==> config.mk <==
export PLATFORM = sky130hd
export DESIGN_NAME = alu_share_arbiter
export DESIGN_NICKNAME = d
export VERILOG_FILES = /design/src/rtl/alu_share_arbiter.sv
export SDC_FILE = /design/constraint.sdc
export NUM_CORES = 1
export LEC_CHECK = 0
export ABC_AREA = 1
export BUFFER_PORTS_ARGS = -buffer_cell sky130_fd_sc_hd__buf_4
export CAP_MARGIN = 15
export CORE_MARGIN = 1
export CORE_UTILIZATION = 45
export CTS_BUF_LIST = sky130_fd_sc_hd__clkbuf_4 sky130_fd_sc_hd__clkbuf_8
export DETAILED_ROUTE_END_ITERATION = 10
export PLACE_DENSITY = 0.8
export SETUP_SLACK_MARGIN = 0.15
export SYNTH_ARGS = -nofsm -noshare
export SYNTH_HDL_FRONTEND = slang
export SYNTH_SLANG_ARGS = --single-unit
==> constraint.sdc <==
create_clock -name clk -period 1.7 [get_ports clk]
set_clock_uncertainty 0.2 [all_clocks]
set_input_delay 0.17 -clock clk [delete_from_list [all_inputs] [get_ports clk]]
set_output_delay 0.17 -clock clk [all_outputs]
set_load 0.03 [all_outputs]
==> src/rtl/alu_share_arbiter.sv <==
// alu_share_arbiter
//   Two-requester arbiter and sequencer in front of a single, externally
//   instantiated 4-bit ALU (AND / ADD / SUB). A winner is chosen round-robin,
//   its operands are registered onto the ALU inputs, the ALU result is captured
//   one cycle later and returned with the requester ID over a valid/ready
//   response channel.
//
//   Build option:
//     ALU_ARB_FIXED_PRIO_EN  defined   -> requester 0 always wins a tie
//                            undefined -> round-robin tie break (default)
//
//   Timing: accept edge N, EXEC during N+1, rsp_valid from N+2. The ready
//   outputs are the only combinational input-to-output path.

module alu_share_arbiter (
    input  logic       clk,
    input  logic       rst,

    // Requester 0
    input  logic       req0_valid,
    output logic       req0_ready,
    input  logic [3:0] req0_opA,
    input  logic [3:0] req0_opB,
    input  logic [1:0] req0_ctrl,

    // Requester 1
    input  logic       req1_valid,
    output logic       req1_ready,
    input  logic [3:0] req1_opA,
    input  logic [3:0] req1_opB,
    input  logic [1:0] req1_ctrl,

    // Shared ALU
    output logic [3:0] alu_opA,
    output logic [3:0] alu_opB,
    output logic [1:0] alu_ctrl,
    input  logic [3:0] alu_Result,
    input  logic       alu_Overflow,

    // Response channel
    output logic       rsp_valid,
    input  logic       rsp_ready,
    output logic       rsp_id,
    output logic [3:0] rsp_Result,
    output logic       rsp_Overflow,

    output logic       busy
);

    typedef enum logic [1:0] {
        IDLE = 2'd0,
        EXEC = 2'd1,
        RESP = 2'd2
    } state_t;

    state_t state;
    state_t state_next;

    // Last granted requester ID; resets to 1 so requester 0 wins the first tie.
    logic   last;
    logic   grant0;
    logic   grant1;
    logic   accept;

    // Arbitration: choose a winner among the currently valid requesters.
    always_comb begin
        // NOTE: every signal written in a combinational block gets a default first, so no latch can be inferred.
        grant0 = 1'b0;
        grant1 = 1'b0;
        if (req0_valid && req1_valid) begin
`ifdef ALU_ARB_FIXED_PRIO_EN
            // Fixed priority: requester 0 always wins; last is tracked but unused.
            grant0 = 1'b1;
`else
            // Round-robin: the requester that did not win last time goes first.
            grant0 = last;
            grant1 = ~last;
`endif
        end else begin
            grant0 = req0_valid;
            grant1 = req1_valid;
        end
    end

    // Next-state logic and handshake/status outputs of the sequencer.
    always_comb begin
        state_next = state;
        req0_ready = 1'b0;
        req1_ready = 1'b0;
        accept     = 1'b0;
        rsp_valid  = 1'b0;
        busy       = 1'b1;
        unique case (state)
            IDLE: begin
                busy       = 1'b0;
                // Ready is suppressed while reset is held.
                req0_ready = grant0 & ~rst;
                req1_ready = grant1 & ~rst;
                accept     = (grant0 | grant1) & ~rst;
                if (accept) begin
                    state_next = EXEC;
                end
            end
            EXEC: begin
                // ALU settles from the registered operands this cycle.
                state_next = RESP;
            end
            RESP: begin
                rsp_valid = 1'b1;
                if (rsp_ready) begin
                    state_next = IDLE;
                end
            end
            default: begin
                state_next = IDLE;
            end
        endcase
    end

    // State register; reset drops any in-flight operation without a response.
    always_ff @(posedge clk or posedge rst) begin
        // NOTE: sequential state uses non-blocking assignments so every register samples pre-edge values.
        if (rst) begin
            state <= IDLE;
        end else begin
            state <= state_next;
        end
    end

    // Operand registers, requester ID and round-robin pointer, loaded on accept.
    always_ff @(posedge clk or posedge rst) begin
        // NOTE: all of these registers drive outputs directly, so each one gets an explicit reset value.
        if (rst) begin
            alu_opA  <= 4'd0;
            alu_opB  <= 4'd0;
            alu_ctrl <= 2'd0;
            rsp_id   <= 1'b0;
            last     <= 1'b1;
        end else if (accept) begin
            if (grant1) begin
                alu_opA  <= req1_opA;
                alu_opB  <= req1_opB;
                alu_ctrl <= req1_ctrl;
            end else begin
                alu_opA  <= req0_opA;
                alu_opB  <= req0_opB;
                alu_ctrl <= req0_ctrl;
            end
            rsp_id <= grant1;
            last   <= grant1;
        end
    end

    // Capture the settled ALU outputs at the end of the EXEC cycle.
    always_ff @(posedge clk or posedge rst) begin
        if (rst) begin
            rsp_Result   <= 4'd0;
            rsp_Overflow <= 1'b0;
        end else if (state == EXEC) begin
            rsp_Result   <= alu_Result;
            rsp_Overflow <= alu_Overflow;
        end
    end

endmodule

# ---- Yosys cells after proc, flatten, opt, wreduce, memory -nomap -nowiden
# Index checks and enable logic that the tools add are counted.
dict set report totals {
  out_inout_bits 20
  ff_bits 19
  in_bits 30
  wordCells 34
}
dict set report op_classes {
  bitwise 6
  n_reduce_logical 3
  n_mux 13
  eq_ne 4
}
# cell count
set ops {}
lappend ops {{4-bit 2-to-1 mux} 2}
lappend ops {{1-bit 2-to-1 mux} 7}
lappend ops {{2-bit 2-to-1 mux} 3}
lappend ops {{2-bit case mux with 3 select lines} 1}
lappend ops {{2-bit inequality test (second input constant)} 2}
lappend ops {{1-bit AND} 3}
lappend ops {{2-bit by 1-bit equality test with 1-bit output (second input constant)} 1}
lappend ops {{2-bit equality test (second input constant)} 1}
lappend ops {{2-bit logical NOT} 1}
lappend ops {{1-bit inverter} 2}
lappend ops {{2-bit AND reduction} 1}
lappend ops {{1-bit logical AND} 1}
lappend ops {{1-bit OR} 1}

# ---- Depth between registers and ports, before layout
# Gate-level depths: netlist of run 1.
dict set report logic_depth {
  depth_word 6
  depth_mapped 7
}

# ---- Least setup slack after synthesis of run 1
# OpenSTA, ideal clock, no wires.
dict set report synth_timing {
  path_kind {register to output}
  start {register state[0]}
  end {output req0_ready}
  arrival_time_ns 1.417
  slack_ns -0.087
  path_buffers 1
  required_ns 1.330
  path_stages_with_launch 5
  cell_sequence {dfrtp_1 > buf_6 > nor2_8 > inv_2 > nor3_1}
}
dict set report synth_between {
  elab_chain_len 2
}
# item line_no
set synth_lines {}
lappend synth_lines {{start, declared} 56} ;# state_t state;
lappend synth_lines {{start signal, assigned} 126} ;# state <= state_next;
lappend synth_lines {{2-bit logical NOT} 93} ;# unique case (state)
lappend synth_lines {{1-bit 2-to-1 mux} 93}
lappend synth_lines {{end, declared} 21} ;# output logic req0_ready,
# No other way between the ends.

# ---- Final worst setup path of run 1
dict set report layout_timing {
  start {register last}
  end {output req1_ready}
}
dict set report layout_between {
  elab_chain_len 4
}
# item line_no
set layout_lines {}
lappend layout_lines {{start, declared} 60} ;# logic last;
lappend layout_lines {{start signal, assigned} 150} ;# last <= grant1;
lappend layout_lines {{1-bit inverter} 77} ;# grant1 = ~last;
lappend layout_lines {{1-bit 2-to-1 mux} 70} ;# if (req0_valid && req1_valid) begin
lappend layout_lines {{1-bit AND} 98} ;# req1_ready = grant1 & ~rst;
lappend layout_lines {{1-bit 2-to-1 mux} 93}
lappend layout_lines {{end, declared} 28} ;# output logic req1_ready,
# No other way between the ends.

==> metrics.yaml, run 1 <==
yosysUniqueCellTypes: 18
leakage_nw: 0.943
fill_cells: 94
yosysWarningCount: 0
powerDensity_nw_per_um2: 1380
cp-start-kind: "register"
first_pass_iters: 4
drt_wl_total_mm: 3.22
p_clk_share_pct: 9.9
cts_tree: "done"
dpl_cell_area_sq_um: 1330
worstHoldPathType: "input pin to register"
track_usage_pct: 27.1
dp.cells: 196
switchingPower_w: 0.00109
grt_max_degree: 16
yosysTopAreaCellShare_pct: 47.7
max_clock_freq_mhz: 601
holdPathStages: 5
clockBufferDepth: 2
antenna_found_initial: 0
die_y_um: 47.8
clk_root_buffer_cell: "clkbuf_4"
end_kind: "output port"
seq_power_share_pct: 33.4
syn_area_per_cell_sq_um: 7.73
place_ws_ns: 0.262
fin_cells: 232
criticalPathCategory: "register to output port"
ys_ff_latch: 19
slew_violations: 0
htree_levels: 1
path_max_fanout: 4
finalSetupTns_ns: 0
vias: 1185
drt_iter0_drc: 52
netlist_top_cells_area: "dfrtp_1 (48%), nand2_1 (27%), nand3_1 (8.0%)"
p_total_w: 0.00236
routedWlPerCell_um: 13.9
io_pins: 50
maxCapViolations: 0
status: "finished clean"
start_util_pct: 48.1
io_buffer_count: 49
fin_nets: 236
ant_nets: 0
cts_made_buffers: 3
ys_seq_area_share_pct: 50.5
finalHoldViolCount: 0
drc: 0
hpwl_mm: 1.68
combPwrFrac_pct: 56.7
rsz0062_at_grt: "yes"
area_growth_pct: 80.8
synth_top_cell_by_area: "dfrtp_1"
finalCritPeriodShare_pct: 97.9
grt_pass1_vias: 1075
clk_latency_ns: 0.30
grt_pass1_wl_mm: 4.28
worst_pin_slew_ns: 0.298
intPower_w: 0.00128
clock_sinks: 19
netlist_area_sq_um: 943
viasPerCell: 5.11
crit_required_ns: 1.33
place_congestion: 0.710
clk_pin_slew_ns: 0.12
period_needed_ns: 1.66
syn_nets: 152
fp.dieArea_sq_um: 2280
drive_above_1_share_pct: 38.5
relSlewSlack_pct: 80.1
p_sw_share_pct: 46.0
setup_ws_ns: 0.0359
diodes: 0
r2r_cells: 8
setup_viol: 0
core-area_sq_um: 1960
rows: 16
synth_cells: 122
die_w_um: 47.8
vdd_ir_drop_max_mv: 0.981
fin_area_sq_um: 1710
grt-ovfl-total: 0
crit_arrival_ns: 1.29
==> Yosys cell counts, drive strengths merged <==
cell / n
nand2: 67
dfrtp: 18
nand3: 16
inv: 6
buf: 5
nor2: 3
o21ai: 3
dfstp: 1
nand4: 1
nor3: 1
or2: 1
==> path summary, 6_finish.rpt <==
kind | from | end | slack (ns)
max | last | req1_ready | 0.04
min | req1_ctrl[1] | alu_ctrl[1] | 0.0005
max reg2reg | state[1] | rsp_id | 0.09
min reg2reg | rsp_Result[0] | rsp_Result[0] | 0.29
max in group asynchronous | rst | last | 0.62
min in group asynchronous | rst | alu_opA[0] | 0.23
==> power by group through the flow <==
| stage | Combinational [W] | Sequential (W) | Clock [W] |
|---|---|---|---|
| 6_report | 0.00134 | 0.000788 | 0.000234 |
| 3_3_place_gp | 0.00113 | 0.000779 | 0 |
| 2_1_floorplan | 0.000388 | 0.00111 | 0 |
| 3_5_place_dp | 0.00115 | 0.000785 | 0 |
| 5_1_grt | 0.00144 | 0.000813 | 0.000250 |
| 4_1_cts | 0.00127 | 0.000778 | 0.000235 |
==> layout by cell type, fill, tap and decap left out <==
cell,instances
nand2_1,63
buf_4,55
dfrtp_1,16
nand2_2,4
clkbuf_4,3
nand3_1,15
buf_6,6
nor2_4,2
o21ai_0,1
inv_4,2
dlygate4sd3_1,23
dfrtp_2,2
nor2_8,1
or2_1,1
o21ai_1,2
clkinv_2,1
nor3_2,1
nand4_1,1
nand3_2,1
dfstp_2,1
inv_1,4
==> worst max-delay path, stage by stage, from the launching register on <==
cell     delay, ns
dfstp_2       0.58
nand2_2       0.09
nand4_1       0.12
inv_1         0.07
buf_6         0.14
==> kinds of logic (layout without fill, tap and decap cells) <==
logic type | Yosys count | in the layout | share of synthesized area, %
buffers and inverters | 11 | 94 | 6.63
AND/OR/NAND/NOR | 89 | 89 | 41.2
flip-flops | 19 | 19 | 50.5
AO/OA/AOI/OAI | 3 | 3 | 1.59
==> state kept, by name (all words and copies together) (netlist names) <==
register      flops
alu_ctrl          2
alu_opA           4
alu_opB           4
last              1
rsp_Overflow      1
rsp_Result        4
rsp_id            1
state             2
==> layer usage <==
metal | GRT usage (%) | share of wire [%] | up-vias
met1 | 27.6 | 36 | 550
met5 | 0 | 0 | -
li1 | - | - | 546
met3 | 4.15 | 6.5 | 11
met2 | 55.9 | 54 | 78
met4 | 6.67 | 3.3 | 0
==> area by class of cell <==
type | instances | area [sq um] | share of cell area (%)
clock buffer | 3 | 22.5 | 1.32
timing repair buffer | 84 | 711 | 41.7
clock inverter | 1 | 5.00 | 0.293
sequential | 19 | 479 | 28.1
tap | 27 | 33.8 | 1.98
inverter | 6 | 27.5 | 1.61
multi-input combinational | 92 | 427 | 25.0
==> metrics by stage <==
| stage | hold slack, ns | utilization (%) |
|---|---|---|
| global placement | -0.0713 | 67.9 |
| detailed placement | -0.0701 | 67.9 |
| CTS | 0.000866 | 85.0 |
| global route | 0.0330 | 86.9 |
| floorplan | -0.0476 | - |
| finish | 0.000507 | 86.9 |
==> timing repair <==
| item | CTS | global route |
|---|---|---|
| endpoints found under the hold margin | 34 | 0 |
| endpoints found under the setup margin | 4 | 10 |
| hold buffers | 23 | 0 |
| pin swaps | 2 | 2 |
| setup buffers | 7 | 2 |
| resized for setup | 9 | 7 |
| gates cloned | 0 | 0 |
No activity file was read; power rests on OpenSTA's default activity.
==> inputs of run 2 (changes only) <==
Settings changed: CORE_ASPECT_RATIO from default to 1.4, CORE_UTILIZATION 45 to 41, PLACE_DENSITY 0.8 to 0.77.
Clock period 1.7 ns to 1.5 ns, I/O delays scaled along.
==> run 2 against run 1 <==
Largest power group unchanged. Worst hold slack improved by 0.088 ns. Cell count did not move. First-iteration DRC count fell by 58%. The flow now finishes with violations (negative setup slack). Core utilization fell by 4.2 points. Die area rose by 9.5%. Clock power rose by 7%. Count of clock-buffer cells in the layout did not move. Power rose by 17%. Critical path type unchanged. Design area rose by 5.6%. Combinational power rose by 20%. Critical endpoint is now req0_ready. Via count fell by 3.0%. Critical path depth fell by 1.
==> metrics.yaml, run 2 (same netlist as run 1, synthesis figures left out) <==
area_growth_pct: 91.0
finalCritPeriodShare_pct: 106
grt_max_degree: 16
powerDensity_nw_per_um2: 1530
seq_power_share_pct: 32.5
worstHoldPathType: "input pin to register"
period_needed_ns: 1.59
r2r_cells: 7
crit_required_ns: 1.15
clock_sinks: 19
place_congestion: 0.763
drt_wl_total_mm: 3.18
diodes: 0
fp.dieArea_sq_um: 2500
cts_made_buffers: 3
end_kind: "output port"
hpwl_mm: 1.87
rsz0062_at_grt: "yes"
fill_cells: 130
intPower_w: 0.00151
holdPathStages: 5
max_clock_freq_mhz: 627
crit_arrival_ns: 1.24
worst_pin_slew_ns: 0.498
hold_path_end: "alu_opB[2]"
clk_pin_slew_ns: 0.11
fin_nets: 241
min-delay-start: "req1_valid"
drive_above_1_share_pct: 41.0
p_clk_share_pct: 9.1
drt_iter0_drc: 22
failed_checks: "negative setup slack"
criticalPathCategory: "register to output port"
antenna_found_initial: 0
viasPerCell: 4.96
cp-start-kind: "register"
combPwrFrac_pct: 58.5
maxCapViolations: 0
setup_ws_ns: -0.0943
slew_violations: 0
die_y_um: 58.8
grt_pass1_wl_mm: 5.33
rows: 20
io_buffer_count: 49
core-area_sq_um: 2180
io_pins: 50
cts_tree: "done"
clk_root_buffer_cell: "clkbuf_4"
final_cell_mix: "nand2_1 (59), buf_4 (50), dlygate4sd3_1 (27)"
final_common_cell: "nand2_1"
track_usage_pct: 28.1
drc: 0
p_sw_share_pct: 45.4
start_util_pct: 43.3
ant_nets: 0
leakage_nw: 0.966
reg2reg_slack_ns: -0.01
die_w_um: 42.5
grt-ovfl-total: 0
clk_latency_ns: 0.29
vdd_ir_drop_max_mv: 0.913
finalHoldViolCount: 0
relSlewSlack_pct: 66.6
clockBufferDepth: 2
largest_registers: "alu_opA: 4 flops, alu_opB: 4 flops, rsp_Result: 4 flops"
status: "finished, violations left"
worstReg2RegStart: "state[0]"
first_pass_iters: 4
vias: 1150
place_ws_ns: 0.128
htree_levels: 1
routedWlPerCell_um: 13.7
hold_slack_ns: 0.0888
path_max_fanout: 3
grt_pass1_vias: 1261
setup_viol: 6
crit_path_start: "last"
r2r-end: "alu_opA[3]"
switchingPower_w: 0.00125
run 2: layout make-up:
type                       count  area [sq um]  area share [%]
sequential                    19           479            26.6
clock buffer                   3          22.5            1.25
clock inverter                 1          5.00           0.278
multi-input combinational     93           462            25.6
inverter                       6          36.3            2.01
timing repair buffer          88           769            42.7
tap                           22          27.5            1.53
run 2: how the worst max path moves through the flow:
stage / endpoint / slack, ns / depth (start not counted)
6_report: req0_ready / -0.09 / 3
5_1_grt: req1_ready / -0.17 / 4
4_1_cts: req0_ready / -0.10 / 4
3_5_place_dp: alu_opA[2] / 0.13 / 6
3_3_place_gp: alu_opB[2] / 0.15 / 6
2_1_floorplan: req0_ready / 0.09 / 4
run 2: power groups by stage:
| stage | combinational (W) | clock (W) | sequential (W) |
|---|---|---|---|
| 2_1_floorplan | 0.000451 | 0 | 0.00126 |
| 3_3_place_gp | 0.00130 | 0 | 0.000878 |
| 3_5_place_dp | 0.00133 | 0 | 0.000889 |
| 4_1_cts | 0.00152 | 0.000257 | 0.000886 |
| 5_1_grt | 0.00173 | 0.000284 | 0.000923 |
| 6_report | 0.00161 | 0.000250 | 0.000897 |
run 2: repair_timing:
action | CTS | global route
gates resized for setup | 16 | 13
hold buffers | 27 | 0
pin swaps | 11 | 9
setup endpoints to repair | 14 | 21
cloned | 1 | 0
setup buffers | 7 | 2
endpoints found under the hold margin | 35 | 0
run 2: through the flow:
stage	area (sq um)	TNS, ns	power, W	cells	utilization (%)
CTS	1750	-0.301	0.00267	230	80.2
finish	1800	-0.204	0.00276	232	82.8
global route	1800	-0.840	0.00293	232	82.8
detailed placement	1340	0	0.00222	191	61.5
floorplan	961	0	0.00171	122	-
global placement	1340	0	0.00218	191	61.5
run 2: per-layer routing:
layer  routed length [um]  GRT usage, %  part of all wire, %  vias to the layer above
met2                 1770          53.6                   56                       47
met4                   85          12.9                  2.7                        0
li1                     -             -                    -                      562
met1                 1190          30.2                   38                      530
met3                  128          3.68                  4.0                       11
met5                    0             0                    0                        -
run 2: worst max-delay path, cell delays in order, from the launching register on:
cell	delay (ns)
dfstp_2	0.57
o21ai_1	0.11
nor3_4	0.13
buf_6	0.15
